===== config.mk =====
export PLATFORM = sky130hd
export DESIGN_NAME = shared_reg_arbiter
export DESIGN_NICKNAME = d
export VERILOG_FILES = /design/src/rtl/shared_reg_arbiter.sv
export SDC_FILE = /design/constraint.sdc
export NUM_CORES = 1
export LEC_CHECK = 0
export BUFFER_PORTS_ARGS = -buffer_cell sky130_fd_sc_hd__buf_2
export CORE_UTILIZATION = 41
export CTS_BUF_LIST = sky130_fd_sc_hd__clkbuf_2 sky130_fd_sc_hd__clkbuf_4 sky130_fd_sc_hd__clkbuf_8
export CTS_CLUSTER_SIZE = 10
export DETAILED_ROUTE_END_ITERATION = 16
export PLACE_DENSITY = 0.7
export SETUP_SLACK_MARGIN = 0.1
export SKIP_CTS_REPAIR_TIMING = 1
export SLEW_MARGIN = 25
export SYNTH_ARGS = -nofsm -noshare
export SYNTH_HDL_FRONTEND = slang
export SYNTH_SLANG_ARGS = --single-unit

===== constraint.sdc =====
create_clock -name clk -period 1.6 [get_ports clk]
set_input_delay 0.08 -clock clk [delete_from_list [all_inputs] [get_ports clk]]
set_output_delay 0.08 -clock clk [all_outputs]
set_load 0.02 [all_outputs]

===== src/rtl/shared_reg_arbiter.sv =====
// shared_reg_arbiter
//   Round-robin arbiter and write sequencer for a single shared DW-bit register.
//   One requester owns the register at a time. Ownership is capped at MAX_HOLD
//   cycles while someone else is waiting. Only the owner's writes land in Q.
module shared_reg_arbiter #(
    parameter int N_REQ    = 4,
    parameter int DW       = 8,
    parameter int MAX_HOLD = 4,
    localparam int IW      = (N_REQ > 1) ? $clog2(N_REQ) : 1,
    localparam int HW      = $clog2(MAX_HOLD + 1)
) (
    input  logic                clk,
    input  logic                rst,
    input  logic [N_REQ-1:0]    req,
    input  logic [N_REQ-1:0]    wr_en,
    input  logic [N_REQ*DW-1:0] wr_data,
    output logic [N_REQ-1:0]    gnt,
    output logic [DW-1:0]       Q,
    output logic [DW-1:0]       Q_bar,
    output logic                busy,
    output logic [IW-1:0]       owner_id
);

    localparam logic [0:0] IDLE = 1'b0;
    localparam logic [0:0] OWN  = 1'b1;

    logic [0:0]    state;
    logic [IW-1:0] rr_ptr;
    logic [HW-1:0] hold_cnt;

    logic [N_REQ-1:0] others_req;
    logic [IW-1:0]    next_ptr;
    logic             hold_full;
    logic             release_now;
    logic             idle_found;
    logic [IW-1:0]    idle_idx;
    logic             rel_found;
    logic [IW-1:0]    rel_idx;
    logic [DW-1:0]    owner_data;

    // First set bit of vec, scanning ptr, ptr+1, ... modulo N_REQ.
    // The loop runs downward so the lowest offset overwrites any later hit.
    function automatic logic [IW:0] rr_pick(input logic [N_REQ-1:0] vec,
                                            input logic [IW-1:0]    ptr);
        logic [IW:0] res;
        int          idx;
        res = '0;
        for (int k = N_REQ - 1; k >= 0; k--) begin
            idx = (int'(ptr) + k) % N_REQ;
            if (vec[IW'(idx)]) res = {1'b1, IW'(idx)};
        end
        return res;
    endfunction

    assign busy  = (state == OWN);
    assign Q_bar = ~Q;

    // Arbitration decisions for the coming edge.
    // NOTE: every signal driven here gets a value on every path, so no latch is inferred.
    always_comb begin
        others_req  = req & ~gnt;
        next_ptr    = (owner_id == IW'(N_REQ - 1)) ? '0 : owner_id + 1'b1;
        hold_full   = (hold_cnt == HW'(MAX_HOLD));
        release_now = !req[owner_id] || (hold_full && (|others_req));
        {idle_found, idle_idx} = rr_pick(req, rr_ptr);
        // The departing owner is masked, so the scan from owner+1 never picks it again.
        {rel_found, rel_idx}   = rr_pick(others_req, next_ptr);
        owner_data  = wr_data[owner_id*DW +: DW];
    end

    // Ownership FSM, round-robin pointer, hold counter and register commit.
    // NOTE: all state here uses non-blocking assignments, so every register
    //       sees the pre-edge values of its neighbours.
    always_ff @(posedge clk) begin
        if (rst) begin
            state    <= IDLE;
            gnt      <= '0;
            owner_id <= '0;
            rr_ptr   <= '0;
            hold_cnt <= '0;
            Q        <= '0;
        end else begin
            // gnt is one-hot, so owner_id selects the only requester allowed
            // to write. A final write on the release cycle still lands.
            if (|(gnt & wr_en)) Q <= owner_data;

            case (state)
                IDLE: begin
                    if (idle_found) begin
                        state    <= OWN;
                        gnt      <= N_REQ'(1) << idle_idx;
                        owner_id <= idle_idx;
                        hold_cnt <= HW'(1);
                    end
                end
                default: begin
                    if (release_now) begin
                        rr_ptr <= next_ptr;
                        if (rel_found) begin
                            // Direct hand-off to the next requester with no idle gap.
                            gnt      <= N_REQ'(1) << rel_idx;
                            owner_id <= rel_idx;
                            hold_cnt <= HW'(1);
                        end else begin
                            state    <= IDLE;
                            gnt      <= '0;
                            owner_id <= '0;
                            hold_cnt <= '0;
                        end
                    end else if (!hold_full) begin
                        hold_cnt <= hold_cnt + 1'b1;
                    end
                end
            endcase
        end
    end

endmodule


==> results of run 1 <==
==> cell usage in the layout, fill, tap and decap left out, types with 4 or more instances in the layout <==
cell type,instances
sky130_fd_sc_hd__mux2i_1,10
sky130_fd_sc_hd__a21oi_2,4
sky130_fd_sc_hd__nand2_1,5
sky130_fd_sc_hd__inv_1,14
sky130_fd_sc_hd__buf_6,4
sky130_fd_sc_hd__mux4_1,7
sky130_fd_sc_hd__dfxtp_1,14
sky130_fd_sc_hd__nand2b_1,5
sky130_fd_sc_hd__buf_2,64
sky130_fd_sc_hd__a21oi_1,6
sky130_fd_sc_hd__clkbuf_8,4
sky130_fd_sc_hd__dfxtp_2,4
sky130_fd_sc_hd__buf_4,26
sky130_fd_sc_hd__nor2_1,19
==> area by class of cell <==
| class | instances | area (sq um) |
|---|---|---|
| Clock buffer | 4 | 55.1 |
| Inverter | 14 | 52.6 |
| Timing Repair Buffer | 95 | 581 |
| Tap cell | 46 | 57.6 |
| Fill cell | 277 | 1160 |
| Sequential cell | 20 | 413 |
| Multi-Input combinational cell | 109 | 1120 |
==> how the worst max path moves through the flow <==
stage                         to  cells past startpoint
final                     gnt[3]                      5
after global routing      gnt[3]                      5
after CTS                 gnt[0]                      6
after detailed placement  gnt[0]                      6
after global placement    gnt[0]                      6
after floorplan           gnt[0]                      6
==> logic make-up after synthesis <==
kind of cell	Yosys count
fa+ha+maj	3
buf+inv	22
simple gates	50
mux	21
flops	20
compound gates	35
==> sequential cells by signal, summed over array words and instances (netlist names) <==
register and cells:
Q 8, gnt 4, hold_cnt 3, owner_id 2, rr_ptr 2, busy 1
==> through the flow <==
stage | area (sq um) | util (%) | hold WS (ns) | setup TNS (ns)
finish | 2280 | 66.3 | 0.238 | -0.645
global route | 2280 | 66.3 | 0.255 | -1.29
CTS | 2200 | 63.8 | 0.238 | -0.972
detailed placement | 2140 | 62.2 | 0.514 | -0.819
global placement | 2140 | 62.2 | 0.500 | -0.767
floorplan | 1600 | - | 0.272 | -1.13
==> metal layers <==
metal	part of all wire [%]	global-route usage, %
met1	44	25.1
met2	49	37.0
met3	6.1	2.90
met4	0.98	6.10
met5	0	0
==> worst max-delay path: cells and delay by family, from the launching register on <==
family,cells,cell delay (ns)
buf+inv,1,0.21
flops,1,0.32
simple gates,1,0.20
compound gates,3,0.88
==> power breakdown <==
| part | total (uW) | switching [uW] | internal (uW) |
|---|---|---|---|
| clock network | 392 | 172 | 219 |
| registers | 663 | 74.9 | 588 |
| logic | 1300 | 654 | 643 |
==> Flow_metrics.wiki, run 1 <==
{| class="wikitable"
! Metric !! Value
|-
| Inserted Diodes || 0
|-
| Worst stage delay on the critical path || approximately 0.46 ns
|-
| Area inside the core boundary || 3440 sq um
|-
| Largest net degree at the start of global routing || 22
|-
| Global-route wire length before repair || around 6400 um
|-
| Complex-gate fraction of the synthesized area || 21.7%
|-
| Unrepaired setup endpoints after global routing || true
|-
| Hold/Removal Path Class || in2reg
|-
| Post-synthesis instance area || 1530 sq um
|-
| Worst hold path startpoint || rst
|-
| Number of warnings issued by yosys || 0
|-
| DRC violation count after routing || 0
|-
| Floorplan die area || slightly below 4000 sq um
|-
| First-pass detailed-route iteration total || 4
|-
| Worst Skew || 0.000691 ns
|-
| DR iter-0 viols || 37
|-
| Vias in the first global route || ~1500
|-
| Synthesized instance count || 151
|-
| Cts bufs inserted || 3
|-
| Maximum ir drop on the vdd rail || between 0.5 and 0.6 mV
|-
| Fin crit period || between 1.5 and 2 ns
|-
| Post-placement setup slack || -0.174 ns
|-
| Count of cells along the worst register-to-register path || 5
|-
| Die boundary width || 63.1 um
|-
| Initial core utilization || between 40% and 50%
|-
| Synthesized area per cell || 10.1 sq um
|-
| Status || finished, violations left
|-
| Longest Clk Path Bufs || 2
|-
| GR Util All Layers || 20.6%
|-
| Setup crit start kind || flop
|-
| Simple logic cell fraction of the synthesized area || 18.5%
|-
| Number of cells traversed by the worst hold path || 2
|-
| Yosys top cell by area || sky130_fd_sc_hd__dfxtp_1
|-
| Peak Freq || 589 MHz
|-
| Total setup violations reported at the end of the flow || 10
|-
| Critical path required time || approximately 1.8 ns
|-
| Root Buffer || sky130_fd_sc_hd__clkbuf_8
|-
| Post-synth EDFFs || 0
|-
| Largest cells by area after synthesis || sky130_fd_sc_hd__dfxtp_1 26%, sky130_fd_sc_hd__mux4_1 14%, sky130_fd_sc_hd__mux2i_1 7.2%, sky130_fd_sc_hd__nor2_1 4.9%, sky130_fd_sc_hd__a21oi_1 3.6%
|-
| Total congestion overflow after global routing || 0
|-
| Hold worst-path end || Q[3]
|-
| FF-to-FF End || gnt[3]
|-
| Y dimension of the die || between 60 and 70 um
|-
| Setup WS post-layout || -0.0989 ns
|-
| Critical path origin || gnt[3]
|-
| Number of nets in the layout || around 290
|-
| Fraction of the yosys area taken by sequential cells || 26.2%
|-
| R2r startpoint || gnt[3]
|-
| Num ports || 65
|-
| Via density || between 5 and 6
|-
| Antenna violations before repair || 0
|-
| RD Place Congestion || 0.859
|-
| Reg2Reg Setup Slack || -0.1 ns
|-
| Number of failing hold endpoints at the final stage || 0
|-
| Remaining antenna violation count after routing || 0
|-
| Via Count || 1519
|-
| Final cycle utilization of the critical path || 106%
|-
| Critical Path End Type || flop
|-
| Post-route total power || about 2400 uW
|-
| Relative slew slack || 70.6%
|-
| Number of pins with negative max-slew slack in the final report || 0
|-
| Number of H-tree levels || 1
|-
| Mux contribution to synthesized area || 23.2%
|-
| Core Rows || 21
|-
| Standard cell with the maximum stage delay on the critical path || sky130_fd_sc_hd__o41ai_4
|-
| Cell Pwr Density || 1030 nW/um^2
|-
| Fraction of registers with async set or reset after synthesis || 0%
|-
| Distinct cell type count after synthesis || 49
|-
| Synthesis-to-layout area growth || 49.2%
|-
| Drt total wl || between 3000 and 4000 um
|-
| Share of the synthesized area in the top cell type || 26.2%
|-
| DP Cell Count || roughly 280
|-
| Source-to-sink clock delay at the later pin of the worst-skew pair || 0.26 ns
|-
| Count of max-cap constraint violations || 0
|-
| Violations in the final reports || setup timing
|-
| Fraction of layout cells with a size suffix above 1 || approximately three fifths
|-
| Lkg Pwr || 0.00103 uW
|-
| Pin slew with the least headroom to its limit || 0.441 ns
|-
| Clock Sinks || 20
|-
| Final std cells w/o fill || 288
|-
| Fraction of the mapped netlist area in adder cells || 2.45%
|-
| CP max FO || 7
|-
| Number of nets produced by synthesis || between 150 and 200
|-
| Synthesized-area fraction occupied by xor and xnor cells || 0%
|-
| Synthesis-stage register bit count || 20
|-
| Class of the most critical setup path || reg2reg
|-
| Cell types with the highest counts after synthesis || 20 x sky130_fd_sc_hd__dfxtp_1, 20 x sky130_fd_sc_hd__nor2_1, 14 x sky130_fd_sc_hd__inv_1, 11 x sky130_fd_sc_hd__a21oi_1, 11 x sky130_fd_sc_hd__mux2i_1
|-
| Critical path cell sequence || and2b_4, o41ai_4, a31oi_4, buf_4, a311oi_2
|-
| Top FF cell, synth || sky130_fd_sc_hd__dfxtp_1
|-
| Dominant combinational cell family by area after synthesis || multiplexers
|-
| Clock transition at the registers of the reported paths || 0.07 ns
|-
| Clock tree from TritonCTS || yes
|-
| Count of input and output buffers || 64
|-
| Routed length per instance || 13.8 um
|-
| WP data arrival || 1.87 ns
|-
| Detail Placement HPWL || 3040 um
|}
Note: power is estimated with default switching activity, not from simulation.
==> run 2: changes to the inputs <==
Settings changed: CORE_ASPECT_RATIO set to 1.25.
==> run 2 against run 1 <==
  * Maximum frequency down 5.9%
  * Worst hold slack got worse by 0.0059 ns
  * Routed wire length up 6.6%
  * Final cell count fell by 2.1%
  * Clock power grew 4%
  * First-iteration DRC count rose by 8.1%
  * Clock skew up 0.0047 ns
  * Core utilization down 1.4 points
  * Count of clock-buffer cells in the layout unchanged
  * The run still ends with setup timing left
  * Highest routed layer unchanged
  * Register-to-register slack worse by 0.11 ns
==> Flow_metrics.wiki, run 2 (synthesis gave the netlist of run 1 again) <==
{| class="wikitable"
! Metric !! Value
|-
| Number of nets in the layout || 289
|-
| Critical path required time || 1.78 ns
|-
| Highest-count cells in the layout ignoring fill and taps || 64 x sky130_fd_sc_hd__buf_2, 27 x sky130_fd_sc_hd__buf_4, 18 x sky130_fd_sc_hd__nor2_1
|-
| Fin crit period || 1.81 ns
|-
| CP max FO || 6
|-
| Largest regs || Q: 8 flops, gnt: 4 flops, hold_cnt: 3 flops
|-
| Source-to-sink clock delay at the later pin of the worst-skew pair || 0.27 ns
|-
| Die boundary width || about 57 um
|-
| Num ports || 65
|-
| Count of input and output buffers || 64
|-
| Worst stage delay on the critical path || 0.37 ns
|-
| Cts bufs inserted || 3
|-
| Standard cell with the maximum stage delay on the critical path || sky130_fd_sc_hd__dfxtp_4
|-
| Via Count || 1532
|-
| RD Place Congestion || 0.869
|-
| Relative slew slack || 69.9%
|-
| Final cycle utilization of the critical path || 113%
|-
| Antenna violations before repair || 0
|-
| Number of pins with negative max-slew slack in the final report || 0
|-
| Largest register FFs || 8
|-
| Biggest register || Q
|-
| Hold Worst Slack || 0.232 ns
|-
| Maximum ir drop on the vdd rail || slightly below 0.8 mV
|-
| Via density || between 5 and 6
|-
| Fraction of layout cells with a size suffix above 1 || between 50 and 60%
|-
| Total setup violations reported at the end of the flow || 11
|-
| Detail Placement HPWL || around 3200 um
|-
| Root Buffer || sky130_fd_sc_hd__clkbuf_8
|-
| Unrepaired setup endpoints after global routing || true
|-
| Setup crit start kind || flop
|-
| Total congestion overflow after global routing || 0
|-
| Class of the most critical setup path || reg2reg
|-
| Number of failing hold endpoints at the final stage || 0
|-
| DR iter-0 viols || 40
|-
| Family with the most delay on the worst path || compound AO/OA/AOI/OAI gates
|-
| Final sum of negative setup slack || -1.60 ns
|-
| Setup WS post-layout || -0.206 ns
|-
| Inserted Diodes || 0
|-
| Largest net degree at the start of global routing || 22
|-
| Worst Skew || approximately 0.0054 ns
|-
| Routed length per instance || 15.0 um
|-
| Area inside the core boundary || 3510 sq um
|-
| Number of H-tree levels || 1
|-
| Count of max-cap constraint violations || 0
|-
| Synthesis-to-layout area growth || 49.0%
|-
| Most common library cell in the layout ignoring fill and taps || sky130_fd_sc_hd__buf_2
|-
| Peak Freq || between 500 and 600 MHz
|-
| Critical Path End Type || flop
|-
| Floorplan die area || 3980 sq um
|-
| Core Util, Final || 64.9%
|-
| First-pass detailed-route iteration total || 4
|-
| Cell Pwr Density || 1050 nW/um^2
|-
| Pin slew with the least headroom to its limit || around 0.45 ns
|-
| Violations in the final reports || setup timing
|-
| Clock Sinks || 20
|-
| Initial core utilization || between 40 and 50%
|-
| Drt total wl || approximately 4200 um
|-
| Hold/Removal Path Class || in2reg
|-
| Longest Clk Path Bufs || 2
|-
| Count of fill cells added during filler insertion || 309
|-
| Clock tree from TritonCTS || yes
|-
| Lkg Pwr || 0.00104 uW
|-
| Number of buffers and inverters on the critical path || 0
|-
| Status || finished, violations left
|-
| Critical path cell sequence || ha_4, a211o_1, o2bb2ai_2, or3_1, a311oi_1
|-
| WP data arrival || 1.99 ns
|-
| Y dimension of the die || 70.3 um
|-
| Vias in the first global route || 1375
|-
| Core Rows || 24
|-
| Clock transition at the registers of the reported paths || approximately 0.08 ns
|-
| DRC violation count after routing || 0
|-
| Remaining antenna violation count after routing || 0
|-
| GR Util All Layers || 20.6%
|-
| Global-route wire length before repair || 6350 um
|}
[run 2: worst paths after layout]
check              startpoint           to  slack, ns  depth (start not counted)
setup / recovery  owner_id[0]       gnt[2]      -0.21                          5
hold reg to reg   hold_cnt[1]  hold_cnt[1]       0.52                          2
hold / removal            rst    rr_ptr[1]       0.23                          2
setup reg to reg  owner_id[0]       gnt[2]      -0.21                          5
[run 2: stage by stage]
step	cell area, sq um	total power, uW	cells	setup slack, ns
4_1_cts	2180	2290	277	-0.228
3_5_place_dp	2120	1890	273	-0.201
3_3_place_gp	2120	1860	273	-0.140
6_report	2280	2390	282	-0.206
5_1_grt	2280	2520	282	-0.257
2_1_floorplan	1600	1470	151	-0.155
[run 2: metal layers]
layer,track usage [%],share of wire [%]
met5,0,0
met4,6.78,2.4
met3,3.15,4.5
met2,37.4,53
met1,24.1,40
[run 2: worst register-to-register path: cells and delay by family, from the launching register on]
family / cells / cell delay (ns)
and+or+nand+nor: 1 / 0.32
adders and majority gates: 1 / 0.27
DFF: 1 / 0.37
AOI/OAI and AO/OA: 3 / 0.77
[run 2: report_power, final]
part / leakage, uW / internal (uW) / switching [uW]
sequential: 0.000168 / 588 / 70.0
combinational: 0.000840 / 655 / 669
clock: 0.0000288 / 220 / 187
total: 0.00104 / 1460 / 926
[run 2: final cells by class]
class	count	area, sq um	area share [%]
well taps	39	48.8	2.14
repair buffers	96	597	26.2
inverters	14	52.6	2.31
multi-input cells	109	1110	48.7
clock buffers	4	55.1	2.42
flip-flops and latches	20	415	18.2
